File: config.mk
export PLATFORM = sky130hd
export DESIGN_NAME = bicubic_refpx_block_feeder
export DESIGN_NICKNAME = d
export VERILOG_FILES = /design/src/rtl/bicubic_refpx_block_feeder_pkg.sv /design/src/rtl/bicubic_refpx_block_feeder_row_clamp.sv /design/src/rtl/bicubic_refpx_block_feeder.sv
export SDC_FILE = /design/constraint.sdc
export NUM_CORES = 1
export LEC_CHECK = 0
export BUFFER_PORTS_ARGS = -buffer_cell sky130_fd_sc_hd__buf_2
export CORE_ASPECT_RATIO = 0.75
export CORE_MARGIN = 2
export CORE_UTILIZATION = 61
export DETAILED_ROUTE_END_ITERATION = 8
export PLACE_DENSITY = 0.87
export SLEW_MARGIN = 25
export SYNTH_ARGS = -nofsm -noshare
export SYNTH_HDL_FRONTEND = slang
export SYNTH_HIERARCHICAL = 1
export SYNTH_SLANG_ARGS = --single-unit
export TNS_END_PERCENT = 20
File: constraint.sdc
create_clock -name clk -period 7.2 [get_ports clk]
set_clock_uncertainty 0.05 [all_clocks]
set_input_delay 0.36 -clock clk [delete_from_list [all_inputs] [get_ports clk]]
set_output_delay 0.36 -clock clk [all_outputs]
set_load 0.05 [all_outputs]
File: src/rtl/bicubic_refpx_block_feeder_pkg.sv
`default_nettype none
// ============================================================================
// Module      : bicubic_pkg
// Description : Shared types and constants for the bicubic reference-pixel
//               block feeder (mux codes, FSM states, row position classes).
// Revision    : 1.0 - initial release
// ============================================================================
package bicubic_pkg;

  // Column-padding select codes for the 4x4 block buffer
  localparam logic [3:0] MUX_NORMAL = 4'b0000;
  localparam logic [3:0] MUX_PAD_L  = 4'b0001;
  localparam logic [3:0] MUX_PAD_R1 = 4'b0100;
  localparam logic [3:0] MUX_PAD_R2 = 4'b1000;

  typedef enum logic [1:0] {
    IDLE     = 2'd0,
    FILL     = 2'd1,
    WIN      = 2'd2,
    LINE_END = 2'd3
  } feeder_state_t;

  // Vertical position class of the current output row
  typedef enum logic [1:0] {
    YCLS_TOP    = 2'd0,
    YCLS_NORMAL = 2'd1,
    YCLS_HM2    = 2'd2,
    YCLS_HM1    = 2'd3
  } ycls_t;

endpackage
`default_nettype wire

File: src/rtl/bicubic_refpx_block_feeder_row_clamp.sv
`default_nettype none
// ============================================================================
// Module      : bicubic_row_clamp
// Description : Combinational vertical clamp of a 4-row source column.
//               Rows outside the image are replaced by the nearest edge row.
// Revision    : 1.0 - initial release
// ============================================================================
module bicubic_row_clamp
  import bicubic_pkg::*;
#(
  parameter int PIXEL_WIDTH = 8
) (
  input  ycls_t                  ycls,
  input  logic [PIXEL_WIDTH-1:0] in_0,
  input  logic [PIXEL_WIDTH-1:0] in_1,
  input  logic [PIXEL_WIDTH-1:0] in_2,
  input  logic [PIXEL_WIDTH-1:0] in_3,
  output logic [PIXEL_WIDTH-1:0] out_0,
  output logic [PIXEL_WIDTH-1:0] out_1,
  output logic [PIXEL_WIDTH-1:0] out_2,
  output logic [PIXEL_WIDTH-1:0] out_3
);

  // Replace out-of-image rows (y-1 at top, y+1/y+2 at bottom) with edge rows
  always_comb begin
    out_0 = in_0;
    out_1 = in_1;
    out_2 = in_2;
    out_3 = in_3;
    case (ycls)
      YCLS_TOP: out_0 = in_1;
      YCLS_HM2: out_3 = in_2;
      YCLS_HM1: begin
        out_2 = in_1;
        out_3 = in_1;
      end
      default: ;
    endcase
  end

endmodule
`default_nettype wire

File: src/rtl/bicubic_refpx_block_feeder.sv
`default_nettype none
// ============================================================================
// Module      : bicubic_refpx_block_feeder
// Description : Write-side sequencer for the 4x4 reference-pixel block
//               buffer. Consumes a 4-row column stream, writes clamped
//               columns into the buffer and hands one window per output
//               pixel to the interpolation core.
// Revision    : 1.0 - initial release
// ============================================================================
module bicubic_refpx_block_feeder
  import bicubic_pkg::*;
#(
  parameter int PIXEL_WIDTH = 8,
  parameter int DIM_WIDTH   = 12
) (
  input  logic                   clk,
  input  logic                   rst,
  input  logic                   start,
  input  logic [DIM_WIDTH-1:0]   cfg_width,
  input  logic [DIM_WIDTH-1:0]   cfg_height,
  input  logic [PIXEL_WIDTH-1:0] s_px_0,
  input  logic [PIXEL_WIDTH-1:0] s_px_1,
  input  logic [PIXEL_WIDTH-1:0] s_px_2,
  input  logic [PIXEL_WIDTH-1:0] s_px_3,
  input  logic                   s_valid,
  output logic                   s_ready,
  output logic [PIXEL_WIDTH-1:0] buf_line_0,
  output logic [PIXEL_WIDTH-1:0] buf_line_1,
  output logic [PIXEL_WIDTH-1:0] buf_line_2,
  output logic [PIXEL_WIDTH-1:0] buf_line_3,
  output logic                   buf_wren,
  output logic                   buf_clken,
  output logic [3:0]             buf_mux_ctrl,
  output logic                   win_valid,
  input  logic                   win_ready,
  output logic [DIM_WIDTH-1:0]   win_x,
  output logic [DIM_WIDTH-1:0]   win_y,
  output logic                   frame_done
);

  feeder_state_t          state, state_nxt;
  logic [DIM_WIDTH-1:0]   width, height, x, y;
  logic [DIM_WIDTH-1:0]   w_m1, w_m2, w_m4, h_m1, h_m2;
  logic [1:0]             fill_cnt;
  logic [PIXEL_WIDTH-1:0] held_0, held_1, held_2, held_3;
  logic [PIXEL_WIDTH-1:0] clamp_0, clamp_1, clamp_2, clamp_3;
  ycls_t                  ycls;
  logic                   beat;
  logic                   dummy;

  assign w_m1 = width  - DIM_WIDTH'(1);
  assign w_m2 = width  - DIM_WIDTH'(2);
  assign w_m4 = width  - DIM_WIDTH'(4);
  assign h_m1 = height - DIM_WIDTH'(1);
  assign h_m2 = height - DIM_WIDTH'(2);

  // Classify the current row for the vertical clamp
  always_comb begin
    ycls = YCLS_NORMAL;
    if (y == '0)        ycls = YCLS_TOP;
    else if (y == h_m2) ycls = YCLS_HM2;
    else if (y == h_m1) ycls = YCLS_HM1;
  end

  bicubic_row_clamp #(
    .PIXEL_WIDTH (PIXEL_WIDTH)
  ) u_row_clamp (
    .ycls  (ycls),
    .in_0  (s_px_0),
    .in_1  (s_px_1),
    .in_2  (s_px_2),
    .in_3  (s_px_3),
    .out_0 (clamp_0),
    .out_1 (clamp_1),
    .out_2 (clamp_2),
    .out_3 (clamp_3)
  );

  // State register
  always_ff @(posedge clk) begin
    if (rst) state <= IDLE;
    else     state <= state_nxt;
  end

  // Next state and handshake: the input is fetched while filling and when a
  // window with a real column still to the right is accepted; the last two
  // advances of a row re-write the held column instead
  always_comb begin
    state_nxt = state;
    s_ready   = 1'b0;
    dummy     = 1'b0;
    case (state)
      IDLE: begin
        if (start) state_nxt = FILL;
      end
      FILL: begin
        s_ready = 1'b1;
        if (s_valid && (fill_cnt == 2'd2)) state_nxt = WIN;
      end
      WIN: begin
        if (win_ready) begin
          if (x <= w_m4) begin
            s_ready = 1'b1;
            if (!s_valid) state_nxt = FILL;
          end else if (x != w_m1) begin
            dummy = 1'b1;
          end else begin
            state_nxt = (y < h_m1) ? LINE_END : IDLE;
          end
        end
      end
      LINE_END: begin
        state_nxt = FILL;
      end
      default: state_nxt = IDLE;
    endcase
  end

  assign beat       = s_valid && s_ready;
  assign buf_wren   = beat || dummy;
  assign buf_clken  = 1'b1;
  assign win_valid  = (state == WIN);
  assign win_x      = x;
  assign win_y      = y;
  assign buf_line_0 = beat ? clamp_0 : held_0;
  assign buf_line_1 = beat ? clamp_1 : held_1;
  assign buf_line_2 = beat ? clamp_2 : held_2;
  assign buf_line_3 = beat ? clamp_3 : held_3;

  // Column-padding select for the presented window
  always_comb begin
    buf_mux_ctrl = MUX_NORMAL;
    if (state == WIN) begin
      if (x == '0)        buf_mux_ctrl = MUX_PAD_L;
      else if (x == w_m2) buf_mux_ctrl = MUX_PAD_R1;
      else if (x == w_m1) buf_mux_ctrl = MUX_PAD_R2;
    end
  end

  // Frame geometry, coordinates, fill counter, held column and done pulse
  always_ff @(posedge clk) begin
    if (rst) begin
      width      <= '0;
      height     <= '0;
      x          <= '0;
      y          <= '0;
      fill_cnt   <= 2'd0;
      held_0     <= '0;
      held_1     <= '0;
      held_2     <= '0;
      held_3     <= '0;
      frame_done <= 1'b0;
    end else begin
      frame_done <= 1'b0;
      if (beat) begin
        held_0 <= clamp_0;
        held_1 <= clamp_1;
        held_2 <= clamp_2;
        held_3 <= clamp_3;
      end
      case (state)
        IDLE: begin
          if (start) begin
            width    <= cfg_width;
            height   <= cfg_height;
            x        <= '0;
            y        <= '0;
            fill_cnt <= 2'd0;
          end
        end
        FILL: begin
          if (beat) fill_cnt <= (fill_cnt == 2'd2) ? 2'd0 : fill_cnt + 2'd1;
        end
        WIN: begin
          if (win_ready) begin
            if (x != w_m1) x <= x + DIM_WIDTH'(1);
            // A starved fetch re-enters FILL needing just the one column
            if ((x <= w_m4) && !s_valid) fill_cnt <= 2'd2;
            if ((x == w_m1) && (y == h_m1)) frame_done <= 1'b1;
          end
        end
        LINE_END: begin
          x        <= '0;
          y        <= y + DIM_WIDTH'(1);
          fill_cnt <= 2'd0;
        end
        default: ;
      endcase
    end
  end

endmodule
`default_nettype wire

==> summary by stage, run 1 <==
Global route
The maximum number of pins on one net before global-route repair is 103. The overall overflow remaining after global route is 0. The number of antenna violations at the first check in global routing is 0. The via count of the first global-routing pass is 5324.

The first global-routing pass estimated 26100 um of wire. For this run, the total global-route usage over all layers was measured as 28.3%.

Clocking
The total of cells resized after clock tree synthesis is 0. After clock tree synthesis, the clock-pin slew on the worst setup and hold paths is 0.06 ns. TritonCTS built the clock tree. Buffers inserted to repair hold after CTS numbered 0. Buffers added to address setup during post-CTS repair amount to 0. Counting along the longest clock path gives a buffer depth of 2.

The clock sink count is 85. The clock tree synthesis step divided the H-tree into 3 levels. The root buffer cell is sky130_fd_sc_hd__clkbuf_16.

Clock latency on the worst-skew pair, taken at its later pin, is 0.34 ns. The number of clock buffers inserted by TritonCTS is 9.

Timing
The setup TNS is 0 ns. Dividing the final minimum period by the clock period gives 79.6%. The clock period minus final worst setup slack is 5.73 ns. Based on the critical path, the design can be clocked at up to 174 MHz. The worst hold margin is 0.200 ns.

The slew at the pin closest to its max-slew limit is 1.05 ns. The setup-violating endpoint count in the final report is 0. The final count of hold timing violations was 0. Setup repair after global routing left no endpoint under its margin. The normalized max-slew margin is 30.0%. The number of max-slew violations in the final report came to 0.

Drt
The first-pass iteration count of the detailed router is 5. The count of vias placed by the detailed router is 5946. Wires add up to 16500 um.

Dividing the detail-routed wire length by the instance count gives 16.3 um. The initial detailed-routing violation count is 481. After detailed routing, the number of remaining DRC violations is 0.

The number of vias per cell after detailed routing is 5.86. The count of nets left with antenna violations once routing finished came out at 0.

Synth
The primary flip-flop cell chosen by synthesis mapping is sky130_fd_sc_hd__dfxtp_1. Yosys printed 6 warnings. The summed instance area of the synthesized netlist is 0.00658 mm^2. In this run, synthesis produced a sequential element count of 85. The net count after synthesis is 890.

The sequential fraction of the synthesis area is 25.9%. The number of instances in the synthesized netlist is 789. The number of flops mapped to enable cells by yosys is 0. The number of unique standard cell types used by synthesis is 62.

The share of synthesized flip-flops with an asynchronous set or reset is 0%. Each instance of the synthesized netlist takes up on average 8.34 um^2.

Hold path
The worst min-delay path class is in -> reg. Counting instances, the worst hold path has a depth of 3. The end point of the worst hold path is height[3]$_SDFFE_PP0P_. The start point of the worst min-delay path is cfg_height[3].

Place
The final RePlAce weighted congestion is 0.969. The cell count after placement is 998. The final HPWL from detailed placement is 12100 um. Summing all placed instances gives a cell area of 0.00711 mm^2. In this run the tool buffered the top-level ports with 123 buffer cells.

Die
The overall die width is 124 um. The full die area is 0.0116 mm^2. The core area is 0.0104 mm^2.

The floorplan step set the die height to 94.0 um. The initial utilization of the core area, before any placement, comes to 63.2%. In this run the count of I/O pins placed on the die edge is 126. In this run the core area contains 32 standard-cell rows.

Power
The analysis attributes to net switching a power of 0.000553 W. The share of total power dissipated in combinational logic is 34.0%. The cell area power density is 212 mW/mm^2. In this run switching power makes up 35.1% of total power. The internal portion of the total power is 0.00102 W.

The share of power burned in registers is 33.7%. The maximum vdd drop is 0.198 mV. The clock share of power is 32.3%. The cell leakage power is 3.22 nW.

Layout
In the final design database the tool counted 974 nets. The fraction of layout cells with a size suffix above 1 is 23.8%. The area growth from synthesis to final layout is 13.0%. The post-route core utilization is 71.4%.

The final non-filler cell area is 0.00744 mm^2. The antenna cell count is 0. The number of filler cells placed in the layout is 789.

The number of standard cells in the final layout excluding fillers is 1014. The most common cell after layout, fill and taps aside is sky130_fd_sc_hd__buf_2. The top cell types in the final layout, fill and taps aside, are 123 x sky130_fd_sc_hd__buf_2, 86 x sky130_fd_sc_hd__nand2_1, 85 x sky130_fd_sc_hd__dfxtp_1.

Setup path
Counting cells, the worst reg-to-reg path comes to 14. Data on the critical path is required at its endpoint by 6.79 ns. The kind of cell with the highest combined delay on the critical path is simple AND/OR/NAND/NOR gates. The critical path startpoint category is a flop. The critical path start-end classification is reg -> out. The worst register-to-register path ends at held_1[3]$_SDFF_PP0_. On the worst path, the slowest cell contributes a delay of 0.84 ns.

Together, buffers and inverters on the worst path number 3. In this design, the critical path's most frequently occurring cell is sky130_fd_sc_hd__ha_1. Traced cell by cell, the critical path runs through inv_1 -> ha_1 -> or3b_4 -> nor3_1 -> xnor2_1 -> ha_1 -> nand4_1 -> or3_1 -> or2_2 -> o21ai_1 -> a31oi_1 -> nor2_4 -> buf_4 -> mux2_2 -> buf_2. The maximum fanout count along the critical path is 33.

On the critical path, the stage with the largest delay is an instance of sky130_fd_sc_hd__nor2_4. The critical path arrival is 5.32 ns. The startpoint identified for the worst register-to-register timing path is width[2]$_SDFFE_PP0P_. The worst setup slack for register-to-register paths is 2.44 ns. STA classifies the critical path endpoint as an output port.

Status
The run finished with clean final reports.

Job
The tool flagged a number of max-cap violations equal to 0.
power by group through the flow:
stage | combinational (W) | sequential, W | clock (W)
after floorplan | 0.000442 | 0.000520 | 0
after global placement | 0.000514 | 0.000540 | 0
after detailed placement | 0.000525 | 0.000541 | 0
after CTS | 0.000530 | 0.000530 | 0.000511
after global routing | 0.000586 | 0.000535 | 0.000531
final | 0.000535 | 0.000531 | 0.000508
cell families after synthesis:
group           synth area share (%)
compound gates                  11.8
xor+xnor                        7.85
fa+ha+maj                       7.60
buf+inv                         5.84
flops                           25.9
mux                             15.7
other cells                    0.114
simple gates                    25.2
final cells by class:
cell class,count,area (um^2),share of cell area (%)
Clock buffer,12,246,3.31
Clock inverter,4,77.6,1.04
Inverter,20,75.1,1.01
Multi-Input combinational cell,629,4510,60.7
Sequential cell,85,1700,22.9
Tap cell,136,170,2.29
Timing Repair Buffer,128,653,8.78
Yosys cell counts (13+ instances only):
cell | number | share of area, %
sky130_fd_sc_hd__a21oi_1 | 72 | 5.5
sky130_fd_sc_hd__and3_1 | 15 | 1.4
sky130_fd_sc_hd__buf_4 | 15 | 1.7
sky130_fd_sc_hd__clkbuf_1 | 23 | 1.3
sky130_fd_sc_hd__dfxtp_1 | 85 | 26
sky130_fd_sc_hd__ha_1 | 40 | 7.6
sky130_fd_sc_hd__inv_1 | 20 | 1.1
sky130_fd_sc_hd__mux2_2 | 43 | 7.4
sky130_fd_sc_hd__mux2i_1 | 43 | 6.5
sky130_fd_sc_hd__nand2_1 | 86 | 4.9
sky130_fd_sc_hd__nand2b_1 | 68 | 6.5
sky130_fd_sc_hd__nand3_1 | 20 | 1.5
sky130_fd_sc_hd__nor2_1 | 36 | 2.1
sky130_fd_sc_hd__nor3_1 | 13 | 0.99
sky130_fd_sc_hd__o21ai_0 | 20 | 1.5
sky130_fd_sc_hd__or3_1 | 13 | 1.2
sky130_fd_sc_hd__xnor2_1 | 33 | 4.4
sky130_fd_sc_hd__xor2_1 | 26 | 3.5
per-stage QoR:
stage                     setup slack (ns)  power [W]
after floorplan                       2.99   0.000962
after detailed placement              1.88    0.00107
final                                 1.47    0.00157
after global placement                1.99    0.00105
after global routing                  1.12    0.00165
after CTS                             1.51    0.00157
sequential cells by signal (all words and copies together), names as in the netlist:
register    flops
win_x          12
held_0          8
state           2
held_3          8
win_y          12
height         12
held_1          8
fill_cnt        2
held_2          8
frame_done      1
width          12
how the worst max path moves through the flow:
stage / startpoint / endpoint / slack (ns) / cells past startpoint
after global placement: width[2]$_SDFFE_PP0P_ / buf_line_2[7] / 1.99 / 15
final: width[2]$_SDFFE_PP0P_ / buf_line_2[7] / 1.47 / 15
after detailed placement: width[2]$_SDFFE_PP0P_ / buf_line_0[3] / 1.88 / 15
after CTS: width[2]$_SDFFE_PP0P_ / buf_line_0[3] / 1.51 / 15
after global routing: width[3]$_SDFFE_PP0P_ / buf_line_2[7] / 1.12 / 15
after floorplan: width[3]$_SDFFE_PP0P_ / buf_line_0[0] / 2.99 / 16
metal layers:
layer  track usage (%)  part of all wire (%)
met4              6.84                   1.4
met2              45.0                    45
met1              39.9                    46
met5                 0                     0
met3              4.61                   7.1
worst register-to-register path: cells and delay by family (launching register included):
| kind | cells | cell delay (ns) |
|---|---|---|
| simple gates | 6 | 2.37 |
| fa+ha+maj | 2 | 0.60 |
| buf+inv | 2 | 0.55 |
| compound gates | 2 | 0.38 |
| flops | 1 | 0.35 |
| mux | 1 | 0.25 |
| xor+xnor | 1 | 0.11 |
(Power assumes the default switching activity.)
==> run 2, diff against run 1 <==
Settings changed: CORE_UTILIZATION 61 to 51, PLACE_DENSITY 0.87 to 0.77.
Clock period 7.2 ns to 4.9 ns, I/O delays scaled along.
==> summary by stage, run 2 (same netlist as run 1, synthesis figures left out) <==
Setup path
At the worst endpoint, the required time is 4.61 ns. The worst setup path is captured at an output port. The critical path start-end classification is reg -> out. The worst register-to-register path begins at width[2]$_SDFFE_PP0P_. The critical path goes through or3_1 -> or3b_1 -> nor4b_4 -> nand2_1 -> xor2_1 -> ha_1 -> nand4_1 -> or2_2 -> nor2_1 -> a31oi_1 -> nor2_4 -> buf_12 -> nor2_8 -> mux2_2 -> mux2_2 -> buf_2.

The cell count of the worst reg-to-reg path is 15. Among all stages on the critical path, the largest delay is contributed by sky130_fd_sc_hd__or3b_1. The capture instance of the worst register-to-register path is held_2[5]$_SDFF_PP0_. In this run the worst path has a maximum fanout of 8. Across all register-to-register paths, the minimum setup slack is 0.99 ns. The critical path arrival is 4.37 ns.

The largest stage delay on the critical path is 0.51 ns. The cell that appears most often on the critical path is sky130_fd_sc_hd__mux2_2. The critical path startpoint category is a flop.

Timing
Of the available clock period, the critical path in the final layout requires 95.2%. The setup-violating endpoint count in the final report is 0. The number of max-slew violations in the final report came to 0. Adding up every negative setup slack in the final design gives 0 ns. The slew at the pin closest to its max-slew limit is 0.834 ns.

The clock period minus final worst setup slack is 4.66 ns. Static timing analysis puts the maximum clock frequency at 214 MHz. The normalized max-slew margin is 44.4%. The final count of hold timing violations came to 0. Setup repair after global routing left no endpoint under its margin.

Layout
The fraction of layout cells with a size suffix above 1 is 24.9%. For this run, the share of the core covered by cells in the final layout is 60.8%. The library cell used most frequently in the layout, excluding fill and tap cells, is sky130_fd_sc_hd__buf_2. The number of nets in the layout is 980. The repair_antennas step left the layout with diodes totalling 0. From synthesis to final layout, the design area changed by 14.8%.

Leaving out fill and tap cells, the most frequent cells in the layout are 123 x sky130_fd_sc_hd__buf_2, 86 x sky130_fd_sc_hd__nand2_1, 85 x sky130_fd_sc_hd__dfxtp_1.

Drt
For this block, the routed nets add up to 16700 um of wire. The first-pass iteration count of the detailed router is 5. The first routing iteration left 341 violations. The count of unresolved DRC violations after routing is 0. The count of nets left with antenna violations once routing finished came out at 0. The count of vias placed by the detailed router is 5799. In the routed layout, each cell is associated on average with a via count of 5.52. The average wire length per cell after detail routing is 15.9 um.

Clocking
The insertion delay of the later-clocked pin in the worst-skew pair is 0.34 ns. For this design, the CTS-stage hold fixing added 0 buffers. The clock sink count is 85.

The number of clock buffers inserted by TritonCTS is 9. TritonCTS built the clock tree. The clock tree synthesis step divided the H-tree into 3 levels. After clock tree synthesis, the clock-pin slew on the worst setup and hold paths is 0.07 ns. No sink is reached through more buffers than the 2 on the longest clock path.

The tree is rooted in a sky130_fd_sc_hd__clkbuf_16.

Power
For this design the static power due to leakage is 3.24 nW. Dividing total power by cell area gives a power density of 297 mW/mm^2. The sum of internal, switching and leakage power is 0.00224 W. Across the VDD grid, the largest voltage drop is 0.200 mV.

Die
The floorplan step set the die width to 135 um. The floorplan has 35 rows. The core area is 0.0124 mm^2. The boundary pin count is 126. The initial core utilization is 52.9%.

The die covers 0.0138 mm^2. The die is 102 um tall.

Global route
Across every metal layer, demand over resource in global routing totals 23.7%. The via count of the first global-routing pass came to 5313. The first-pass GRT wire length is 26300 um. The overall overflow remaining after global route is 0. The number of antenna violations at the first check in global routing is 0. The maximum number of pins on one net before global-route repair is 63.

Place
The wire-length estimate of the detail-placed layout is 12200 um. The final RePlAce weighted congestion is 0.927. The count of buffers added on input and output ports is 123.

Status
The flow ran to the end, and the final reports show no timing, DRC or antenna violations.

Hold path
The end point of the worst hold path is height[5]$_SDFFE_PP0P_. The startpoint identified for the worst hold timing path is cfg_height[5]. In this run the worst hold path is classified as in -> reg.

Along the worst hold path, the cell count comes to 3.

Job
Max-cap violations in this run came to 0.
## run 2: cell count changes in the layout (fill, tap and decap cells not counted), sizes merged
cell	delta
clkinvlp	+3
bufinv	-2
inv	-1
clkbuf	+1
buf	+5
## run 2: through the flow
step	instances	hold slack (ns)	setup WS, ns	cell area [um^2]
finish	1050	0.0846	0.237	7560
global route	1050	0.0971	0.0349	7560
floorplan	789	0.329	0.800	6580
detailed placement	1031	0.415	0.384	7180
CTS	1047	0.0783	0.0202	7480
global placement	1031	0.409	0.448	7180
## run 2: critical path, delay by kind of cell (launching register included)
kind | cells | cell delay [ns]
muxes | 2 | 0.58
adders and majority gates | 1 | 0.33
DFF | 1 | 0.37
AOI/OAI and AO/OA | 1 | 0.09
xor gates and xnor gates | 1 | 0.16
and+or+nand+nor | 9 | 2.12
buffers and inverters | 2 | 0.36
## run 2: layer usage
| metal | up-vias | part of all wire [%] | global-route usage [%] |
|---|---|---|---|
| li1 | 2930 | - | - |
| met1 | 2708 | 50 | 34.2 |
| met2 | 150 | 45 | 37.3 |
| met3 | 11 | 4.9 | 3.82 |
| met4 | 0 | 1.0 | 5.37 |
| met5 | - | 0 | 0 |
## run 2: final cells by class
class                      count  area, um^2
fill                        1121        4880
multi-input combinational    629        4540
sequential                    85        1700
timing repair buffer         134         748
clock buffer                  12         256
tap                          166         208
inverter                      20        75.1
clock inverter                 4        31.3
## run 2: report_power, final
group / switching, W / internal (W) / total, W
Sequential: 0.0000509 / 0.000727 / 0.000778
Clock: 0.000292 / 0.000374 / 0.000665
Combinational: 0.000481 / 0.000318 / 0.000799
Total: 0.000823 / 0.00142 / 0.00224
## run 2: timing repair
item,in CTS,in global routing
pin swaps,0,2
setup endpoints to repair,2,32
cloned,0,1
buffers inserted,0,2
gates resized for setup,1,6
## run 2: worst max path at each step
stage                     slack, ns       endpoint  cells past startpoint                   start
after floorplan                0.80  buf_line_0[0]                     16   width[3]$_SDFFE_PP0P_
after global placement         0.45  buf_line_2[7]                     15   width[2]$_SDFFE_PP0P_
after detailed placement       0.38  buf_line_2[7]                     15   width[2]$_SDFFE_PP0P_
after CTS                      0.02  buf_line_3[1]                     15   width[2]$_SDFFE_PP0P_
after global routing           0.03  buf_line_0[4]                     17  height[1]$_SDFFE_PP0P_
final                          0.24  buf_line_0[0]                     16  height[5]$_SDFFE_PP0P_
==> run 3, diff against run 2 <==
Settings changed: CORE_ASPECT_RATIO 0.75 to 2, SETUP_SLACK_MARGIN set to 0.4.
==> summary by stage, run 3 (same netlist as run 1, synthesis figures left out) <==
Timing
Static timing analysis puts the maximum clock frequency at 228 MHz. The share of the clock period used by the worst path after layout is 89.3%. The setup-violating endpoint count in the final report is 0. The setup TNS is 0 ns. The clock period minus final worst setup slack is 4.38 ns. Measured against its own limit, the worst slew margin works out to 43.0%. Setup repair after global routing could not meet its margin everywhere. The number of max-slew violations in the final report is 0. For the pin with the worst max-slew slack, the measured transition is 0.855 ns. The final count of hold timing violations is 0.

Clocking
The H-tree was split into 3 levels. The maximum clock insertion buffer count is 2. CTS placed an instance of sky130_fd_sc_hd__clkbuf_16 at the clock tree root. The insertion delay of the later-clocked pin in the worst-skew pair is 0.34 ns. The clock tree from TritonCTS is built. The clock-pin transition on the worst setup and hold timing paths is 0.06 ns. Clock tree synthesis found a total of 85 sinks. Buffers inserted during clock tree synthesis total 9.

Power
For this design the ratio of total power to cell area is 295 mW/mm^2. The maximum vdd drop is 0.194 mV. The cell leakage power is 3.36 nW.

Die
In this run the horizontal extent of the chip is 84.3 um. The floorplan step defined a core boundary enclosing 0.0126 mm^2. The full die area is 0.0139 mm^2. The height of the die is 165 um. The boundary pin count is 126. The initial core utilization is 52.4%. The total number of placement rows is 58.

Hold path
The tightest min-delay check is of the in -> reg type.

Layout
The number of nets in the layout is 994. The post-route core utilization is 62.6%. Relative to the synthesized area, the layout overhead comes to 19.3%. The number of antenna diodes in the final layout is 0. Leaving out fill and tap cells, the most frequent cell in the layout is sky130_fd_sc_hd__buf_2. Cells with a size suffix above 1 make up 28.0% of the layout. The top cell types in the final layout, fill and taps aside, are 104 x sky130_fd_sc_hd__buf_2, 86 x sky130_fd_sc_hd__nand2_1, 79 x sky130_fd_sc_hd__dfxtp_1.

Drt
The average wire length per cell after detail routing is 17.5 um. The count of vias placed by the detailed router is 6077. The count of unresolved DRC violations after routing is 0. The count of nets left with antenna violations once routing finished came out at 0. The number of vias per cell after detailed routing is 5.81. The first-pass iteration count of the detailed router is 5. In this run, the number of DRC markers left after iteration 0 of detailed routing was 232. The wire length after detailed routing is 18300 um.

Setup path
The worst setup slack for register-to-register paths is 1.16 ns. The worst setup path is captured at an output port. The maximum fanout count along the critical path is 8. The critical path start-end classification is reg -> out. The critical path starts at height[3]$_SDFFE_PP0P_. Measured in cells, the most critical reg-to-reg path has a length of 15. The endpoint of the worst setup timing path is buf_line_0[0]. The data required time at the worst endpoint is 4.61 ns. The capture instance of the worst register-to-register path is held_2[0]$_SDFF_PP0_. The critical path startpoint category is a flop. The startpoint of the most critical register-to-register path is width[3]$_SDFFE_PP0P_. Data on the critical path arrives at its endpoint at 4.08 ns.

Job
The tool flagged a number of max-cap violations equal to 0.

Global route
The via count of the first global-routing pass was 6007. The first-pass GRT wire length is 28800 um. The total routing usage reported by global routing is 25.9%. The maximum number of pins on one net before global-route repair is 102. Summed over all layers, the global routing overflow is 0.

The number of antenna violations at the first check in global routing is 0.

Place
The count of buffers inserted at the top-level ports is 123. The congestion estimate from routability-driven global placement came to 0.989. The final HPWL from detailed placement is 13200 um.

Status
The flow ran to the end, and the final reports show no timing, DRC or antenna violations.
run 3: repair_timing:
action | in CTS | in global routing
resized for setup | 16 | 59
pin swaps | 3 | 13
cloned | 2 | 1
buffers inserted | 7 | 8
hold endpoints to repair | 0 | 0
hold buffers | 0 | 0
setup endpoints to repair | 33 | 33
run 3: worst min-delay path by stage:
stage / cells after the start / end / start
final: 3 / width[3]$_SDFFE_PP0P_ / cfg_width[3]
after global routing: 3 / height[5]$_SDFFE_PP0P_ / cfg_height[5]
after CTS: 3 / width[3]$_SDFFE_PP0P_ / cfg_width[3]
after detailed placement: 2 / held_3[2]$_SDFF_PP0_ / held_3[2]$_SDFF_PP0_
after global placement: 2 / held_0[6]$_SDFF_PP0_ / held_0[6]$_SDFF_PP0_
after floorplan: 2 / frame_done$_SDFF_PP0_ / win_ready
run 3: power breakdown:
part / leakage, nW / internal, W / total, W / switching (W)
registers: 0.692 / 0.000728 / 0.000782 / 0.0000544
clock network: 0.141 / 0.000387 / 0.000664 / 0.000276
logic: 2.53 / 0.000364 / 0.000869 / 0.000505
run 3: metrics by stage:
step	total power, W	hold WS, ns	instances	setup WS (ns)	instance area [um^2]
after detailed placement	0.00157	0.416	1014	0.376	7160
after CTS	0.00227	0.0828	1037	0.392	7620
final	0.00232	0.0883	1046	0.522	7850
after floorplan	0.00141	0.329	789	0.800	6580
after global routing	0.00244	0.0994	1046	0.388	7850
after global placement	0.00156	0.406	1014	0.421	7160
run 3: area by class of cell:
type | count | area [um^2]
clock inverter | 5 | 53.8
fill | 1112 | 4700
tap | 150 | 188
sequential | 85 | 1720
clock buffer | 9 | 225
multi-input combinational | 629 | 4630
inverter | 20 | 77.6
timing repair buffer | 148 | 962
run 3: worst max-delay path, stage by stage (launching register included):
cell and delay, ns:
sky130_fd_sc_hd__dfxtp_4 0.34, sky130_fd_sc_hd__or3_4 0.38, sky130_fd_sc_hd__or3b_4 0.45, sky130_fd_sc_hd__nor4b_4 0.25, sky130_fd_sc_hd__nand2_1 0.10, sky130_fd_sc_hd__xor2_1 0.15, sky130_fd_sc_hd__ha_1 0.32, sky130_fd_sc_hd__nand4_1 0.13
sky130_fd_sc_hd__or2_4 0.15, sky130_fd_sc_hd__nor2_4 0.03, sky130_fd_sc_hd__a31oi_2 0.14, sky130_fd_sc_hd__nor2_2 0.06, sky130_fd_sc_hd__buf_6 0.17, sky130_fd_sc_hd__nor2_8 0.18, sky130_fd_sc_hd__mux2_2 0.37, sky130_fd_sc_hd__mux2_2 0.28
sky130_fd_sc_hd__buf_2 0.22
run 3: per-layer routing:
layer  wire length (um)  part of all wire, %  up-vias  GRT usage, %
met1               6410                   35     2856          25.2
met5                  0                    0        -             0
met3                731                  4.0       61          2.90
met4                969                  5.3        0          16.8
li1                   -                    -     2955             -
met2              10200                   56      205          50.3
